## config.mk

```make
export PLATFORM = sky130hd
export DESIGN_NAME = output_block_vc
export DESIGN_NICKNAME = d
export VERILOG_FILES = /design/src/rtl/output_block_vc.sv
export SDC_FILE = /design/constraint.sdc
export NUM_CORES = 1
export LEC_CHECK = 0
export BUFFER_PORTS_ARGS = -buffer_cell sky130_fd_sc_hd__buf_4
export CELL_PAD_IN_SITES_DETAIL_PLACEMENT = 0
export CELL_PAD_IN_SITES_GLOBAL_PLACEMENT = 1
export CORE_ASPECT_RATIO = 0.75
export CORE_UTILIZATION = 30
export CTS_CLUSTER_DIAMETER = 40
export DETAILED_ROUTE_END_ITERATION = 8
export GPL_TIMING_DRIVEN = 0
export PLACE_DENSITY = 0.71
export SLEW_MARGIN = 5
export SYNTH_ARGS = -nofsm -noshare
export SYNTH_HDL_FRONTEND = slang
export SYNTH_SLANG_ARGS = --single-unit
```

## constraint.sdc

```tcl
create_clock -name clk -period 4.2 [get_ports clk]
set_input_delay 0.63 -clock clk [delete_from_list [all_inputs] [get_ports clk]]
set_output_delay 0.63 -clock clk [all_outputs]
set_load 0.005 [all_outputs]
```

## src/rtl/output_block_vc.sv

```systemverilog
// rtl/output_block_vc.sv - Per-output-port link transmit stage with per-VC credit counters and ownership FSM.
// Router-wide channel types and sizing live in router_pkg, kept alongside the block that uses them.
package router_pkg;
  localparam int NUM_VCS          = 4;
  localparam int CREDITS_PER_VC   = 4;
  localparam int CREDIT_CTR_WIDTH = 3;
  localparam int VC_ID_BITS       = 3;
  localparam int DATA_WIDTH       = 16;

  typedef enum logic [2:0] {I = 3'd0, H = 3'd1, B = 3'd2, T = 3'd3, HT = 3'd4} ftype_t;

  typedef struct packed {
    ftype_t                  ftype;
    logic [VC_ID_BITS-1:0]   fvcid;
    logic [DATA_WIDTH-1:0]   data;
  } channel_t;
endpackage

module output_block_vc #(
  parameter int NUM_VCS          = router_pkg::NUM_VCS,
  parameter int CREDITS_PER_VC   = router_pkg::CREDITS_PER_VC,
  parameter int CREDIT_CTR_WIDTH = router_pkg::CREDIT_CTR_WIDTH,
  parameter int VC_ID_BITS       = router_pkg::VC_ID_BITS,
  parameter bit ASSERT_EN        = 1'b1
) (
  input  logic                                       clk,
  input  logic                                       rst,
  input  router_pkg::channel_t                       inflit,
  input  logic                                       credit_in_valid,
  input  logic [VC_ID_BITS-1:0]                      credit_in_vcid,
  input  logic [NUM_VCS-1:0]                         va_grant,
  output router_pkg::channel_t                       outflit,
  output logic [NUM_VCS-1:0][CREDIT_CTR_WIDTH-1:0]   ovc_credits_count_r,
  output logic [NUM_VCS-1:0]                         out_vc_free,
  output logic                                       credit_err
);

  typedef enum logic [1:0] {S_FREE, S_ALLOC, S_DRAIN} vc_state_e;

  localparam logic [CREDIT_CTR_WIDTH-1:0] FULL = CREDIT_CTR_WIDTH'(CREDITS_PER_VC);

  vc_state_e          state [NUM_VCS];
  logic               flit_valid, vc_in_range, is_tail, range_err;
  logic [NUM_VCS-1:0] send, ret, underflow, overflow, free_send, bad_grant;

  always_comb begin
    flit_valid  = inflit.ftype != router_pkg::I;
    vc_in_range = int'(inflit.fvcid) < NUM_VCS;
    is_tail     = (inflit.ftype == router_pkg::T) || (inflit.ftype == router_pkg::HT);
    range_err   = flit_valid && !vc_in_range;
    send        = '0;
    ret         = '0;
    underflow   = '0;
    overflow    = '0;
    free_send   = '0;
    bad_grant   = '0;
    out_vc_free = '0;
    for (int n = 0; n < NUM_VCS; n++) begin
      send[n]        = flit_valid && vc_in_range && (int'(inflit.fvcid) == n);
      ret[n]         = credit_in_valid && (int'(credit_in_vcid) == n);
      underflow[n]   = send[n] && (ovc_credits_count_r[n] == '0);
      overflow[n]    = ret[n] && !send[n] && (ovc_credits_count_r[n] == FULL);
      free_send[n]   = send[n] && (state[n] == S_FREE);
      bad_grant[n]   = va_grant[n] && (state[n] != S_FREE);
      out_vc_free[n] = state[n] == S_FREE;
    end
  end

  always_ff @(posedge clk) begin
    if (rst) begin
      outflit    <= '0;
      credit_err <= 1'b0;
      for (int n = 0; n < NUM_VCS; n++) begin
        ovc_credits_count_r[n] <= FULL;
        state[n]               <= S_FREE;
      end
    end else begin
      outflit <= inflit;
      if (range_err || (|underflow) || (|overflow) || (|free_send) || (|bad_grant))
        credit_err <= 1'b1;
      for (int n = 0; n < NUM_VCS; n++) begin
        // Saturate at both ends; the violation is reported through credit_err instead.
        if (send[n] && !ret[n] && !underflow[n])
          ovc_credits_count_r[n] <= ovc_credits_count_r[n] - 1'b1;
        else if (ret[n] && !send[n] && !overflow[n])
          ovc_credits_count_r[n] <= ovc_credits_count_r[n] + 1'b1;

        case (state[n])
          S_FREE:  if (va_grant[n]) state[n] <= S_ALLOC;
          S_ALLOC: if (send[n] && is_tail) state[n] <= S_DRAIN;
          S_DRAIN: if (ovc_credits_count_r[n] == FULL && !send[n]) state[n] <= S_FREE;
          default: state[n] <= S_FREE;
        endcase
      end
    end
  end

`ifndef SYNTHESIS
  always_ff @(posedge clk) begin
    if (ASSERT_EN && !rst) begin
      for (int n = 0; n < NUM_VCS; n++) begin
        assert (!underflow[n]) else $error("credit underflow on vc %0d", n);
        assert (!overflow[n])  else $error("credit overflow on vc %0d", n);
        assert (!free_send[n]) else $error("flit sent on unowned vc %0d", n);
        assert (!bad_grant[n]) else $error("grant on busy vc %0d", n);
      end
      assert (!range_err) else $error("flit on out-of-range vc %0d", inflit.fvcid);
    end
  end
`endif

endmodule
```

==> reports/results.ini, run 1 <==
[clocking]
htreeDepth = 2
cts_hold_buf = 0
postCtsSetupRepairBufs = 0
clk_path_buf_depth = 2
cts.clk_slew.worst_paths_ns = 0.10
root_buffer = clkbuf_8
clock_latency_ns = 0.31
cts_resized = 0
cts_tree = built
cts_inserted_buffers = 5
cts_sinks = 43

[power]
combPwrFrac_pct = 18.7
ir_drop_mv = 0.141
pwr-share-clk_pct = 30.8
power.density_nw_per_um2 = 325
p_int_uw = 656
seqPwrFrac_pct = 50.5
power_switching_uw = 265
netSwitchingFraction_pct = 28.8
leakage_uw = 0.00115

[grt]
grt_pass1_wl_mm = 8.69
grt_max_degree = 16
grt_pass1_vias = 1721
grtUsageTotal_pct = 15.6
antenna_found_initial = 0
grt.overflow.total = 0

[place]
place.port_buffers = 70
gp_congestion = 0.785
dp_cells = 384
dp_hpwl_mm = 4.15

[sta]
finalSetupViolCount = 0
min_period_ns = 2.74
rsz0062_at_grt = false
slew_violations = 0
tightest_slew_ns = 0.697
setup_tns_ns = 0
post-route-period-util_pct = 65.2
max_slew_margin_pct = 53.2
hold_violations = 0
clock.fmax_mhz = 365
skew_ns = 0.0105

[floorplan]
ioPinCount = 71
die_width_um = 98.9
start_util_pct = 31.1
rows = 26
core_um2 = 6800
dieArea_um2 = 7390
dieHeight_um = 74.7

[routing]
drtIter0Drc = 71
via_per_inst = 4.83
wl_met1_mm = 2.70
wire_per_inst_um = 13.9
highest_layer = met4
route.met3.wl_um = 447
wl_met2_mm = 2.24
drc_errors = 0
ant_nets = 0
first_pass_iters = 5
wirelength_mm = 5.46
num_vias = 1894

[setup_path]
worstSetupPathType = primary input to flop
r2r_end = ovc_credits_count_r[11]
cpMaxStageDelayCell = nor3_2
rr_startpoint = ovc_credits_count_r[11]
crit_path_start_kind = primary input
cp_max_fo = 9
regToRegSetupSlack_ns = 1.86
crit_top_cell = mux2i_1
worstPathRequired_ns = 4.40
end_kind = flop
path_cells = buf_4 > nor3_1 > nor3_2 > nand3b_1 > fa_1 > or3_1 > mux2i_1 > mux2i_1 > or2_2
cp.arrival_ns = 2.94
reg2reg_depth = 8
slowest_delay_ns = 0.60

[synth]
synth_area_per_cell_um2 = 9.19
yosysSeqAreaShare_pct = 44.5
synth_warnings = 0
synth_cells = 230
async_reset_ff_share_pct = 0
ys_ff_latch = 43
synth_fp_nets = 266
syn-cell-area_um2 = 2110
synth_edf_count = 8
ys.flop_type = dfxtp_1
ys_types = 48

[final_layout]
fillers = 688
final_cell_mix = buf_4 (70), dfxtp_1 (35), nor2_1 (23), nor2b_1 (22), nor3_1 (15)
stdcell_count = 392
drive_gt1_share_pct = 29.2
nets = 343
fin_util_pct = 41.7
syn_to_final_growth_pct = 34.1
diodes = 0
final_common_cell = buf_4

[min_path]
min_from = inflit[0]
hold_class = primary input to flop
worstHoldEndpoint = outflit[0]
min_path_cells = 2

[run_status]
outcome = completed

[job]
maxCapViolCount = 0

[cell type report]
cell class / instances / area, um2 / share of cell area (%)
flip-flops and latches: 43 / 941 / 33.2
multi-input cells: 170 / 1110 / 39.1
well taps: 84 / 105 / 3.71
plain buffers: 8 / 31.3 / 1.10
clock buffers: 5 / 68.8 / 2.43
inverters: 9 / 33.8 / 1.19
clock inverters: 3 / 22.5 / 0.794
repair buffers: 70 / 526 / 18.5
[critical path, delay by kind of cell]
| kind | cells | cell delay (ns) |
|---|---|---|
| buf+inv | 1 | 0.10 |
| mux | 2 | 0.21 |
| fa+ha+maj | 1 | 0.45 |
| simple gates | 5 | 1.54 |
[sequential cells by signal, summed over array words and instances, names as in the netlist]
register,flops
outflit,22
state,8
ovc_credits_count_r,12
credit_err,1
[worst max path at each step]
stage / from / endpoint / slack [ns] / cells past startpoint
floorplan: inflit[17] / ovc_credits_count_r[5] / 1.51 / 6
global placement: inflit[20] / ovc_credits_count_r[11] / 1.17 / 9
detailed placement: inflit[20] / ovc_credits_count_r[11] / 1.15 / 9
CTS: inflit[20] / ovc_credits_count_r[11] / 1.43 / 9
global route: inflit[19] / ovc_credits_count_r[11] / 1.23 / 9
finish: inflit[20] / ovc_credits_count_r[11] / 1.46 / 9
[stage by stage]
stage	hold WS, ns	setup WS (ns)	total power (uW)	area, um2
finish	0.524	1.46	921	2840
global route	0.518	1.23	973	2840
CTS	0.520	1.43	931	2840
detailed placement	0.525	1.15	646	2750
global placement	0.524	1.17	644	2750
floorplan	0.501	1.51	557	2110
[kinds of logic (layout without fill, tap and decap cells)]
family,Yosys count,count (layout),share of synthesized area (%)
buffers and inverters,17,95,3.08
adders and majority gates,4,4,3.79
AOI/OAI and AO/OA,40,40,12.8
and+or+nand+nor,112,112,29.5
xor gates and xnor gates,8,8,3.31
muxes,6,6,3.02
DFF,43,43,44.5
[synth_stat cells (2+ instances only)]
master / count / area, um2
nand3b_1: 2 / 15.0
and3_1: 4 / 25.0
mux2i_1: 3 / 30.0
nor2b_1: 22 / 138
nor4bb_1: 2 / 20.0
mux2_2: 3 / 33.8
o211ai_1: 2 / 15.0
nand4_1: 3 / 18.8
nand2b_1: 5 / 31.3
xor2_1: 7 / 61.3
nand2_1: 13 / 48.8
dfxtp_1: 35 / 701
or3b_2: 2 / 17.5
or3_1: 3 / 18.8
fa_1: 4 / 80.1
nand3_1: 6 / 30.0
or2_2: 2 / 12.5
edfxtp_1: 8 / 240
or4_1: 3 / 22.5
a221oi_1: 2 / 17.5
clkbuf_1: 6 / 22.5
o311a_1: 4 / 40.0
o21ai_0: 13 / 65.1
nor3_1: 15 / 75.1
nor2_1: 23 / 86.3
a21oi_1: 8 / 40.0
inv_1: 9 / 33.8
[per-layer routing]
layer	up-vias	track usage, %
li1	972	-
met1	838	22.5
met2	76	22.5
met3	8	3.90
met4	0	5.47
met5	-	0
[power groups by stage]
stage / Combinational (uW) / Clock (uW) / Sequential (uW)
floorplan: 84.0 / 0 / 473
global placement: 170 / 0 / 474
detailed placement: 172 / 0 / 474
CTS: 173 / 293 / 465
global route: 191 / 313 / 469
finish: 172 / 284 / 465
Note: power is estimated with default switching activity, not from simulation.
==> run 2: changes to the inputs <==
Settings changed: PLACE_DENSITY 0.71 to 0.73.
Clock period 4.2 ns to 2.2 ns, I/O delays scaled along.
==> reports/results.ini, run 2 (synthesized netlist as in run 1, its figures left out) <==
[run_status]
outcome = completed

[clocking]
htreeDepth = 2
root_buffer = clkbuf_8
cts_tree = built
clk_path_buf_depth = 2
cts_sinks = 43
cts_inserted_buffers = 5
clock_latency_ns = 0.30
cts.clk_slew.worst_paths_ns = 0.09

[power]
pwr-share-clk_pct = 30.7
netSwitchingFraction_pct = 28.4
power_switching_uw = 501
ir_drop_mv = 0.267
p_int_uw = 1260
power.density_nw_per_um2 = 608
leakage_uw = 0.00118
combPwrFrac_pct = 18.5
seqPwrFrac_pct = 50.8

[routing]
route.met3.wl_um = 297
num_vias = 1916
ant_nets = 0
wl_met2_mm = 2.29
first_pass_iters = 4
drc_errors = 0
highest_layer = met4
drtIter0Drc = 91
wirelength_mm = 5.31
wl_met1_mm = 2.68
via_per_inst = 4.90
wire_per_inst_um = 13.6

[final_layout]
reg_top3 = outflit x22, ovc_credits_count_r x12, state x8
design_area_um2 = 2900
final_common_cell = buf_4
nets = 342
largest_register = outflit
fin_util_pct = 42.7
final_cell_mix = buf_4 (72), dfxtp_1 (34), nor2_1 (23), nor2b_1 (22)
largest_register_ffs = 22
stdcell_count = 391
drive_gt1_share_pct = 32.9
diodes = 0
syn_to_final_growth_pct = 37.2

[floorplan]
die_width_um = 98.9
dieHeight_um = 74.7
ioPinCount = 71
rows = 26
start_util_pct = 31.1
core_um2 = 6800
dieArea_um2 = 7390

[setup_path]
worstSetupPathType = primary input to flop
slowest_delay_ns = 0.41
cpMaxStageDelayCell = or3b_4
crit_family = simple AND/OR/NAND/NOR gates
cp.arrival_ns = 2.31
cp_max_fo = 7
rr_startpoint = ovc_credits_count_r[2]
path_cells = buf_4 > or3b_4 > nor3_2 > nand2b_1 > fa_2 > o311a_1 > or4_1
crit_path_start_kind = primary input
worstPathRequired_ns = 2.38
end_kind = flop
crit_start = inflit[16]
path_buf_inv = 1

[place]
place.port_buffers = 70
dp_hpwl_mm = 4.18
placed_cell_area_um2 = 2790
gp_congestion = 0.783
dp_cells = 384

[sta]
tightest_slew_ns = 0.591
setup_tns_ns = 0
max_slew_margin_pct = 60.6
hold_violations = 0
finalSetupViolCount = 0
post-route-period-util_pct = 96.6
min_period_ns = 2.13
fin_hold_ws_ns = 0.224
skew_ns = 0.00329
clock.fmax_mhz = 470
slew_violations = 0

[grt]
grt_pass1_wl_mm = 8.93
antenna_found_initial = 0
grtUsageTotal_pct = 15.8
grt_pass1_vias = 1857
grt_max_degree = 17
grt.overflow.total = 0

[min_path]
hold_class = primary input to flop
min_from = inflit[4]

[job]
maxCapViolCount = 0

-- run 2: power groups by stage --
stage / clock network (uW) / registers, uW / logic, uW
floorplan: 0 / 904 / 165
global placement: 0 / 907 / 328
detailed placement: 0 / 909 / 331
CTS: 571 / 893 / 328
global route: 606 / 903 / 365
finish: 542 / 896 / 325
-- run 2: path summary, 6_finish.rpt --
kind                            endpoint  slack, ns  depth (start not counted)
setup / recovery  ovc_credits_count_r[8]       0.07                          7
hold / removal                outflit[4]       0.22                          2
hold reg to reg   ovc_credits_count_r[9]       0.55                          2
setup reg to reg  ovc_credits_count_r[2]       0.11                          5
-- run 2: what timing repair did --
action | in CTS | in global routing
setup endpoints to repair | 2 | 3
buffers inserted | 0 | 2
pin swaps | 0 | 1
resized for setup | 0 | 3
hold buffers | 0 | 0
-- run 2: area by class of cell --
cell class / count / area (um2)
buffer: 5 / 20.0
timing repair buffer: 72 / 541
tap: 84 / 105
clock inverter: 3 / 26.3
clock buffer: 5 / 68.8
fill: 707 / 3900
inverter: 9 / 33.8
sequential: 43 / 942
multi-input combinational: 170 / 1160
-- run 2: per-layer routing --
metal | global-route usage, % | up-vias
met1 | 20.8 | 886
li1 | - | 970
met4 | 4.98 | 0
met3 | 5.29 | 4
met5 | 0 | -
met2 | 24.9 | 56
-- run 2: per-stage QoR --
stage          total power, uW  setup WS (ns)
2_1_floorplan             1070         0.0136
3_3_place_gp              1230         -0.279
3_5_place_dp              1240         -0.286
4_1_cts                   1790         0.0434
5_1_grt                   1870       -0.00787
6_report                  1760         0.0744
